File: src/rtl/posit_norm_encoder_pkg.sv
// Shared types and constants for the posit normalise/encode back end.
// Also holds the stage-advance rule used by every pipeline stage.
package posit_norm_encoder_pkg;

  typedef enum logic {
    POS = 1'b0,
    NEG = 1'b1
  } sign_t;

  localparam int POSIT_N  = 8;
  localparam int POSIT_ES = 1;

  localparam logic [POSIT_N-1:0] NAR    = 8'h80;
  localparam logic [POSIT_N-1:0] MAXPOS = 8'h7F;
  localparam logic [POSIT_N-1:0] MINPOS = 8'h01;

  // A stage may load when it is empty or its current beat moves on.
  function automatic logic stage_advance(input logic valid, input logic next_advance);
    return !valid || next_advance;
  endfunction

endpackage

File: src/rtl/posit_norm_encoder_lod8.sv
// 8-bit leading-one detector: position of the highest set bit and a zero flag.
module posit_norm_encoder_lod8 (
  input  logic [7:0] value,
  output logic [2:0] pos,
  output logic       zero
);

  always_comb begin
    // NOTE: every output gets a default before the loop so no latch is inferred.
    pos  = 3'd0;
    zero = (value == 8'd0);
    for (int i = 0; i < 8; i++) begin
      if (value[i]) pos = 3'(i);
    end
  end

endmodule

File: src/rtl/posit_norm_encoder.sv
// Three-stage valid/ready normaliser and posit packer for the posit add path.
// Define POSIT_RNE_EN for round-to-nearest-even; otherwise the magnitude is truncated.
module posit_norm_encoder
  import posit_norm_encoder_pkg::*;
#(
  parameter int N  = POSIT_N,
  parameter int ES = POSIT_ES
) (
  input  logic         clk,
  input  logic         rst,
  input  logic         in_valid,
  output logic         in_ready,
  input  sign_t        in_sign,
  input  logic [7:0]   in_regime,
  input  logic [7:0]   in_exponent,
  input  logic [7:0]   in_mantissa,
  output logic         out_valid,
  input  logic         out_ready,
  output logic [N-1:0] out_posit,
  output logic         out_sat
);

  localparam int                FRAC_W   = 7;
  localparam int                STREAM_W = 1 + ES + FRAC_W + N;
  localparam logic signed [9:0] R_MAX    = 10'(N - 2);
  localparam logic signed [9:0] R_MIN    = -R_MAX;
  localparam logic [N-1:0]      MAX_MAG  = {1'b0, {(N-1){1'b1}}};
  localparam logic [N-1:0]      MIN_MAG  = N'(1);

  logic s1_valid, s2_valid;
  logic s1_adv, s2_adv, s3_adv;

  assign s3_adv   = stage_advance(out_valid, out_ready);
  assign s2_adv   = stage_advance(s2_valid, s3_adv);
  assign s1_adv   = stage_advance(s1_valid, s2_adv);
  assign in_ready = s1_adv;

  // ---------------- Stage 1: leading-one detect and scale ----------------
  logic [2:0]        lod_pos;
  logic              lod_zero;
  logic signed [9:0] k_comb, s_comb;

  posit_norm_encoder_lod8 u_lod8 (
    .value (in_mantissa),
    .pos   (lod_pos),
    .zero  (lod_zero)
  );

  always_comb begin
    k_comb = ({{2{in_regime[7]}}, in_regime} << ES) + {{2{in_exponent[7]}}, in_exponent};
    s_comb = k_comb - 10'sd6 + {7'd0, lod_pos};
  end

  sign_t             s1_sign;
  logic              s1_zero;
  logic signed [9:0] s1_s;
  logic [7:0]        s1_mantissa;
  logic [2:0]        s1_p;

  always_ff @(posedge clk) begin
    // NOTE: sequential state uses non-blocking assignments so all stages update together.
    if (rst)         s1_valid <= 1'b0;
    else if (s1_adv) s1_valid <= in_valid;
  end

  // NOTE: datapath registers carry no reset; the stage valid bits alone qualify them.
  always_ff @(posedge clk) begin
    if (s1_adv && in_valid) begin
      s1_sign     <= in_sign;
      s1_zero     <= lod_zero;
      s1_s        <= s_comb;
      s1_mantissa <= in_mantissa;
      s1_p        <= lod_pos;
    end
  end

  // ---------------- Stage 2: regime/exponent split and bitstream build ----------------
  logic signed [9:0]   r_comb, run;
  logic                run_bit;
  logic [ES-1:0]       e_comb;
  logic [FRAC_W-1:0]   frac;
  logic [STREAM_W-1:0] stream, shifted;

  // The terminator, exponent and fraction are shifted right by the run length,
  // with the vacated top filled by the run bit.
  always_comb begin
    r_comb  = s1_s >>> ES;
    e_comb  = s1_s[ES-1:0];
    frac    = FRAC_W'(s1_mantissa << (3'd7 - s1_p));
    run_bit = !r_comb[9];
    run     = run_bit ? r_comb + 10'sd1 : -r_comb;
    stream  = {!run_bit, e_comb, frac, {N{1'b0}}};
    shifted = (stream >> run) | (run_bit ? ~({STREAM_W{1'b1}} >> run) : '0);
  end

  sign_t        s2_sign;
  logic         s2_zero;
  logic         s2_sat_max, s2_sat_min;
  logic [N-2:0] s2_mag;
`ifdef POSIT_RNE_EN
  logic         s2_guard, s2_sticky;
`else
  logic         unused_tail;
  assign unused_tail = ^shifted[STREAM_W-N:0];
`endif

  always_ff @(posedge clk) begin
    if (rst)         s2_valid <= 1'b0;
    else if (s2_adv) s2_valid <= s1_valid;
  end

  always_ff @(posedge clk) begin
    if (s2_adv && s1_valid) begin
      s2_sign    <= s1_sign;
      s2_zero    <= s1_zero;
      s2_sat_max <= (r_comb >= R_MAX);
      s2_sat_min <= (r_comb < R_MIN);
      s2_mag     <= shifted[STREAM_W-1 -: N-1];
`ifdef POSIT_RNE_EN
      s2_guard   <= shifted[STREAM_W-N];
      s2_sticky  <= |shifted[STREAM_W-N-1:0];
`endif
    end
  end

  // ---------------- Stage 3: round, saturate, apply sign ----------------
  logic [N-1:0] mag, posit_next;
  logic         sat_next;

  always_comb begin
    mag      = {1'b0, s2_mag};
    sat_next = 1'b0;
`ifdef POSIT_RNE_EN
    if (s2_guard && (s2_sticky || s2_mag[0])) mag = mag + N'(1);
`endif
    // Saturation overrides any rounding; a carry into the sign bit clamps to maxpos.
    if (s2_sat_max) begin
      mag      = MAX_MAG;
      sat_next = 1'b1;
    end else if (s2_sat_min) begin
      mag      = MIN_MAG;
      sat_next = 1'b1;
    end else if (mag[N-1]) begin
      mag      = MAX_MAG;
      sat_next = 1'b1;
    end

    if (s2_zero) begin
      posit_next = '0;
      sat_next   = 1'b0;
    end else if (s2_sign == NEG) begin
      posit_next = -mag;
    end else begin
      posit_next = mag;
    end
  end

  always_ff @(posedge clk) begin
    if (rst) begin
      out_valid <= 1'b0;
      out_posit <= '0;
      out_sat   <= 1'b0;
    end else if (s3_adv) begin
      out_valid <= s2_valid;
      if (s2_valid) begin
        out_posit <= posit_next;
        out_sat   <= sat_next;
      end
    end
  end

endmodule

File: config.mk
export PLATFORM = sky130hd
export DESIGN_NAME = posit_norm_encoder
export DESIGN_NICKNAME = d
export VERILOG_FILES = /design/src/rtl/posit_norm_encoder_pkg.sv /design/src/rtl/posit_norm_encoder_lod8.sv /design/src/rtl/posit_norm_encoder.sv
export SDC_FILE = /design/constraint.sdc
export NUM_CORES = 1
export LEC_CHECK = 0
export CAP_MARGIN = 20
export CELL_PAD_IN_SITES_DETAIL_PLACEMENT = 0
export CELL_PAD_IN_SITES_GLOBAL_PLACEMENT = 1
export CORE_MARGIN = 3
export CORE_UTILIZATION = 47
export CTS_CLUSTER_SIZE = 30
export DETAILED_ROUTE_END_ITERATION = 8
export GPL_TIMING_DRIVEN = 0
export PLACE_DENSITY = 0.85
export SYNTH_ARGS = -nofsm -noshare
export SYNTH_HDL_FRONTEND = slang
export SYNTH_HIERARCHICAL = 1
export SYNTH_SLANG_ARGS = --single-unit
File: constraint.sdc
create_clock -name clk -period 3.9 [get_ports clk]
set_input_delay 0.585 -clock clk [delete_from_list [all_inputs] [get_ports clk]]
set_output_delay 0.585 -clock clk [all_outputs]
set_load 0.01 [all_outputs]
# Word level (Yosys, flattened, before mapping)
# Cells that the tools add are included.
dict set report totals {
  wordCells 55
  register_bits 46
  in_bits 29
}
dict set report op_classes {
  add_sub_neg 7
  magnitude_cmp 2
  n_reduce_logical 10
  mux 16
  bitwise 2
  n_shift 3
}
# cell count
set op_table {}
lappend op_table {{two-way mux 17 bit} 1}
lappend op_table {{NOT 17 bit} 1}
lappend op_table {{OR 17 bit} 1}
lappend op_table {{right shift 17 x 10 -> 17 bit} 1}
lappend op_table {{right shift 17 x 10 -> 17 bit, first input constant} 1}
lappend op_table {{two-way mux 8 bit} 2}
lappend op_table {{two-way mux 7 bit} 2}
lappend op_table {{two-way mux 3 bit} 4}
lappend op_table {{adder 10 x 3 -> 10 bit} 1}
lappend op_table {{adder 9 x 2 -> 10 bit, second input constant} 1}
lappend op_table {{adder 9 x 8 -> 10 bit} 1}
lappend op_table {{two-way mux 10 bit} 1}
lappend op_table {{negation 9 -> 10 bit} 1}
lappend op_table {{subtractor 10 x 3 -> 10 bit, second input constant} 1}
lappend op_table {{>= comparator 9 x 4 -> 1 bit, second input constant} 1}
lappend op_table {{less-than comparator 9 x 4 -> 1 bit, second input constant} 1}
lappend op_table {{zero test 8 bit} 1}
lappend op_table {{negation 8 bit} 1}
lappend op_table {{<< shifter 8 x 3 -> 7 bit} 1}
lappend op_table {{two-way mux 1 bit} 4}
lappend op_table {{two-way mux 2 bit} 2}
lappend op_table {{zero test 1 bit} 3}
lappend op_table {{logical OR 1 bit} 3}
lappend op_table {{subtractor 3 bit, first input constant} 1}
lappend op_table {{other kinds (2)} 3}

# Logic depth before layout (Yosys ltp)
dict set report depth {
  word_depth 8
  mapped_depth 12
}

# Hierarchy
# Netlist, hierarchy kept.
# mod cells_each seq_area_each_um2 n_inst area_each_um2
set modules_own_cells {}
lappend modules_own_cells {posit_norm_encoder 324 1231.2 1 3174.3}
lappend modules_own_cells {posit_norm_encoder_lod8 11 0.0 1 67.6}

# Worst setup path before layout
# No wires, ideal clock.
dict set report synth_path {
  kind {input to register}
  start {in in_mantissa[4]}
  end {reg s1_s[8], data pin}
  required_time_ns 3.641
  stages 10
  t_arrival_ns 2.426
  path_slack_ns 1.215
  path_buffers 0
  cell_sequence {nor2_1 -> nand2_2 -> fa_1 -> ha_1 -> a21o_1 -> a21oi_1 -> nor2b_1 -> o21a_1 -> o211ai_1 -> xnor2_1}
}
dict set report synth_between {
  elab_chain_len 5
}
# item line_no
set synth_rtl {}
lappend synth_rtl {{start, declared} posit_norm_encoder.sv:16} ;# input logic [7:0] in_mantissa,
lappend synth_rtl {{two-way mux 3 bit (4 in a row)} posit_norm_encoder_lod8.sv:13} ;# if (value[i]) pos = 3'(i);
lappend synth_rtl {{net lod_pos[2]} posit_norm_encoder.sv:39} ;# logic [2:0] lod_pos;
lappend synth_rtl {{adder 10 x 3 -> 10 bit} posit_norm_encoder.sv:51} ;# s_comb = k_comb - 10'sd6 + {7'd0, lod_pos};
lappend synth_rtl {{net s_comb[8]} posit_norm_encoder.sv:41} ;# logic signed [9:0] k_comb, s_comb;
lappend synth_rtl {{end signal, assigned} posit_norm_encoder.sv:71} ;# s1_s <= s_comb;
lappend synth_rtl {{end, declared} posit_norm_encoder.sv:56} ;# logic signed [9:0] s1_s;
# The timed path passes the listed nets, and every way through them passes these cells.
# A chain may end at the register's enable or synchronous reset.

# Worst setup path after layout
dict set report layout_path {
  start {in in_mantissa[6]}
  end {reg s1_s[8], data pin}
}
dict set report layout_between {
  elab_chain_len 3
}
# item line_no
set layout_rtl {}
lappend layout_rtl {{two-way mux 3 bit (2 in a row)} posit_norm_encoder_lod8.sv:13}
lappend layout_rtl {{net lod_pos[2]} posit_norm_encoder.sv:39}
lappend layout_rtl {{adder 10 x 3 -> 10 bit} posit_norm_encoder.sv:51}
lappend layout_rtl {{net s_comb[8]} posit_norm_encoder.sv:41}
# The timed path passes the listed nets, and every way through them passes these cells.

==> out/results.tsv <==
stage	metric	value	unit
timing	count of endpoints failing hold in the final timing report	0	
critical_path	crit path DAT	3150	ps
timing	RSZ-0062 raised after global routing	false	
routing	iteration-0 DRC count of the detailed router	151	
timing	smallest hold slack	447	ps
yosys	multiplexer share of the synthesized area	0.0594	
status	result of the run	completed	
yosys	combinational family with the most area after synthesis	compound AO/OA/AOI/OAI gates	
clock_tree	clock latency of the later-clocked register in the worst-skew pair	300	ps
clock_tree	maximum clock insertion buffer count	2	
timing	Slew HR	0.459	
min_path	path class of the lowest-slack min-delay path	reg2reg	
power_and_ir_drop	fraction of power spent switching nets	0.353	
placed_design	half-perimeter wire length after detailed placement	4.82	mm
placed_design	Cell Count Post-Placement	453	
power_and_ir_drop	cell-internal power	971	uW
yosys	post-synthesis share of cell area spent on and, or, nand and nor gates	0.166	
placed_design	I/O Buffers	39	
cells_and_area	core utilization of the finished layout	0.588	
placed_design	routability cong.	0.884	
global_routing	first-pass GRT wire length	10.6	mm
yosys	Cells after Synth	335	
power_and_ir_drop	Worst VDD drop	157	uV
cells_and_area	share of cells above drive strength 1	0.109	
cells_and_area	total number of nets in the final design	436	
power_and_ir_drop	power share of the combinational group	0.401	
critical_path	Crit. End Element	register	
floorplan	Starting Density	0.496	
yosys	yosys synthesis warning count	6	
floorplan	floorplan die height	89.1	um
routing	Via density	5.62	
clock_tree	Clock transition at path regs	90	ps
critical_path	critical path class	in2reg	
timing	Setup TNS	0	ps
global_routing	vias in the first global route	2460	
flow_run	max capacitance violation total	0	
critical_path	sort of element at the start of the critical path	primary input	
timing	final clock skew	10.3	ps
clock_tree	total CTS buffers	5	
cells_and_area	area growth from synthesis to layout	18.5	%
timing	final critical delay including setup and external delays	3100	ps
clock_tree	clock sinks	45	
yosys	Post-synth EDFFs	33	
critical_path	critical path fanouts, max	4	
timing	ratio of final minimum period to clock period	0.796	
cells_and_area	final non-filler cell area	3840	um^2
routing	number of vias in the routed layout	2592	
timing	fmax	322	MHz
yosys	post-synthesis instance area	3240	um^2
floorplan	Top-Level Pins	40	
yosys	share of the synthesized area in compound gates (AO/OA/AOI/OAI)	0.178	
cells_and_area	Post-Layout Cell Count	461	
cells_and_area	Filler Cells Inserted	580	
cells_and_area	antenna cell count	0	
yosys	synthesized-area fraction occupied by xor and xnor cells	0.0482	
clock_tree	number of hold buffers added after cts	0	
clock_tree	clock tree from TritonCTS	done	
floorplan	die outline width	89.1	um
power_and_ir_drop	Reg power frac	0.411	
yosys	Syn Nets	388	
global_routing	Remaining Overflow, GRT	0	
floorplan	core area	6530	um^2
critical_path	worst endpoint required time	3940	ps
yosys	syn avg cell area	9.68	um^2
timing	worst slew pin tran	804	ps
power_and_ir_drop	switching power summed over all nets	530	uW
routing	final antenna-violating net count	0	
placed_design	placed cell area	3750	um^2
timing	final setup violating endpoints	0	
global_routing	maximum number of pins on one net before global-route repair	18	
yosys	Top FF cell, synth	edfxtp_1	
global_routing	overall global routing resource usage	0.168	
clock_tree	cell chosen for the clock root	clkbuf_8	
yosys	adder-cell share of the synthesized area	0.100	
routing	routed wire length	6.09	mm
routing	Pre-antenna DRT Iters	4	
timing	count of pins over their slew limit	0	
floorplan	number of core rows	29	
clock_tree	Post-CTS Setup Inserts	0	
clock_tree	Max H-tree Level	2	
power_and_ir_drop	Clock power frac	0.189	
floorplan	area of the die	7930	um^2
global_routing	antenna violations before repair	0	
yosys	sequential area share after synthesis	0.380	
clock_tree	cells resized by post-CTS repair	0	
yosys	number of synthesized register bits	45	
yosys	count of cell types in the netlist	63	
power_and_ir_drop	power density over the cells	391	nW/um^2
routing	WL per Instance	13.2	um
power_and_ir_drop	leakage dissipation	1.49	nW
routing	drt drc	0	
yosys	Async S/R FF share, synth	0	
[sequential cells by signal (all words and copies together) (netlist names)]
| register | cells |
|---|---|
| s1_s | 10 |
| out_posit | 8 |
| s1_mantissa | 7 |
| s2_mag | 7 |
| s1_p | 3 |
| out_sat | 1 |
| out_valid | 1 |
| s1_sign | 1 |
| s1_valid | 1 |
| s1_zero | 1 |
| s2_sat_max | 1 |
| s2_sat_min | 1 |
| s2_sign | 1 |
| s2_valid | 1 |
| s2_zero | 1 |
[per-layer routing]
metal,up-vias,GRT usage,wire length (um)
met1,1208,0.200,2720
met2,58,0.300,3030
met5,-,0,0
met4,0,0.0582,86
li1,1317,-,-
met3,9,0.0341,244
[cells in the final DEF (no fill, tap or decap), drive strengths merged, types with 4 or more instances in the layout]
master / n
a211oi: 6
a21oi: 23
a22oi: 7
a31oi: 6
buf: 12
clkbuf: 12
clkdlybuf4s50: 39
dfxtp: 12
edfxtp: 33
ha: 22
inv: 38
mux2i: 8
mux4: 4
nand2: 15
nand2b: 5
nand3: 7
nor2: 31
nor2b: 6
nor3: 8
nor3b: 5
o21ai: 12
o31a: 4
or4: 4
xnor2: 12
xor2: 5
[through the flow]
stage	power (mW)	setup WS, ps
finish	1.50	795
CTS	1.51	773
floorplan	1.08	1220
detailed placement	1.23	452
global route	1.62	538
global placement	1.22	507
[cell families after synthesis]
group	after synthesis
muxes	14
AOI/OAI and AO/OA	84
xor gates and xnor gates	17
and+or+nand+nor	96
DFF	45
adders and majority gates	25
buffers and inverters	54
[worst paths after layout]
check,startpoint,to,slack (ps),cells after the start
worst min register to register,s1_sign,s2_sign,450,0
worst max-delay path,in_mantissa[6],s1_s[8],800,11
worst min-delay path,s1_sign,s2_sign,450,0
worst max register to register,s1_s[1],s2_mag[5],1140,9
[worst max-delay path, cell delays in order]
cell,delay [ps]
clkdlybuf4s50_1,480
nor2_2,170
nand2_2,100
fa_1,450
ha_1,360
a21o_1,190
a21oi_1,230
nor2b_1,80
o21a_1,190
o211ai_1,210
xnor2_1,110
[power groups by stage]
stage | Combinational [mW] | Sequential [mW] | Clock (mW)
after floorplan | 0.464 | 0.617 | 0
after global placement | 0.589 | 0.627 | 0
after detailed placement | 0.600 | 0.628 | 0
after CTS | 0.602 | 0.617 | 0.295
after global routing | 0.679 | 0.624 | 0.318
final | 0.602 | 0.617 | 0.283
[Yosys cell counts (all sizes together), types with 2 or more instances]
library cell / instances / area share
xor2: 5 / 0.016
buf: 10 / 0.018
nand2b: 5 / 0.0096
xnor2: 12 / 0.032
o21ai: 12 / 0.019
o211ai: 3 / 0.0069
nor2: 31 / 0.037
dfxtp: 12 / 0.074
nor4: 3 / 0.010
nor2b: 6 / 0.012
o21a: 2 / 0.0046
or3: 2 / 0.0039
a211oi: 6 / 0.014
inv: 37 / 0.043
a21o: 3 / 0.0069
nor3: 8 / 0.012
nor4b: 2 / 0.0073
nor3b: 5 / 0.012
nand2: 15 / 0.018
ha: 22 / 0.085
clkbuf: 7 / 0.0081
a22oi: 7 / 0.020
a221oi: 2 / 0.0054
nand3: 7 / 0.011
or4: 4 / 0.010
a31o: 3 / 0.0081
o31ai: 3 / 0.0069
o31a: 4 / 0.012
a31oi: 6 / 0.012
fa: 2 / 0.012
a21oi: 23 / 0.036
nand4: 2 / 0.0085
a211o: 2 / 0.0054
edfxtp: 33 / 0.31
a311oi: 2 / 0.0054
mux4: 4 / 0.028
mux2i: 8 / 0.025
mux2: 2 / 0.0069
[cell type report]
cell class	count	area (um^2)	area share
Clock buffer	5	68.8	0.0179
Tap cell	77	96.3	0.0251
Sequential cell	45	1230	0.321
Buffer	17	83.8	0.0218
Multi-Input combinational cell	236	1790	0.467
Clock inverter	3	21.3	0.00554
Inverter	37	139	0.0362
Timing Repair Buffer	41	407	0.106
(Power assumes the default switching activity.)
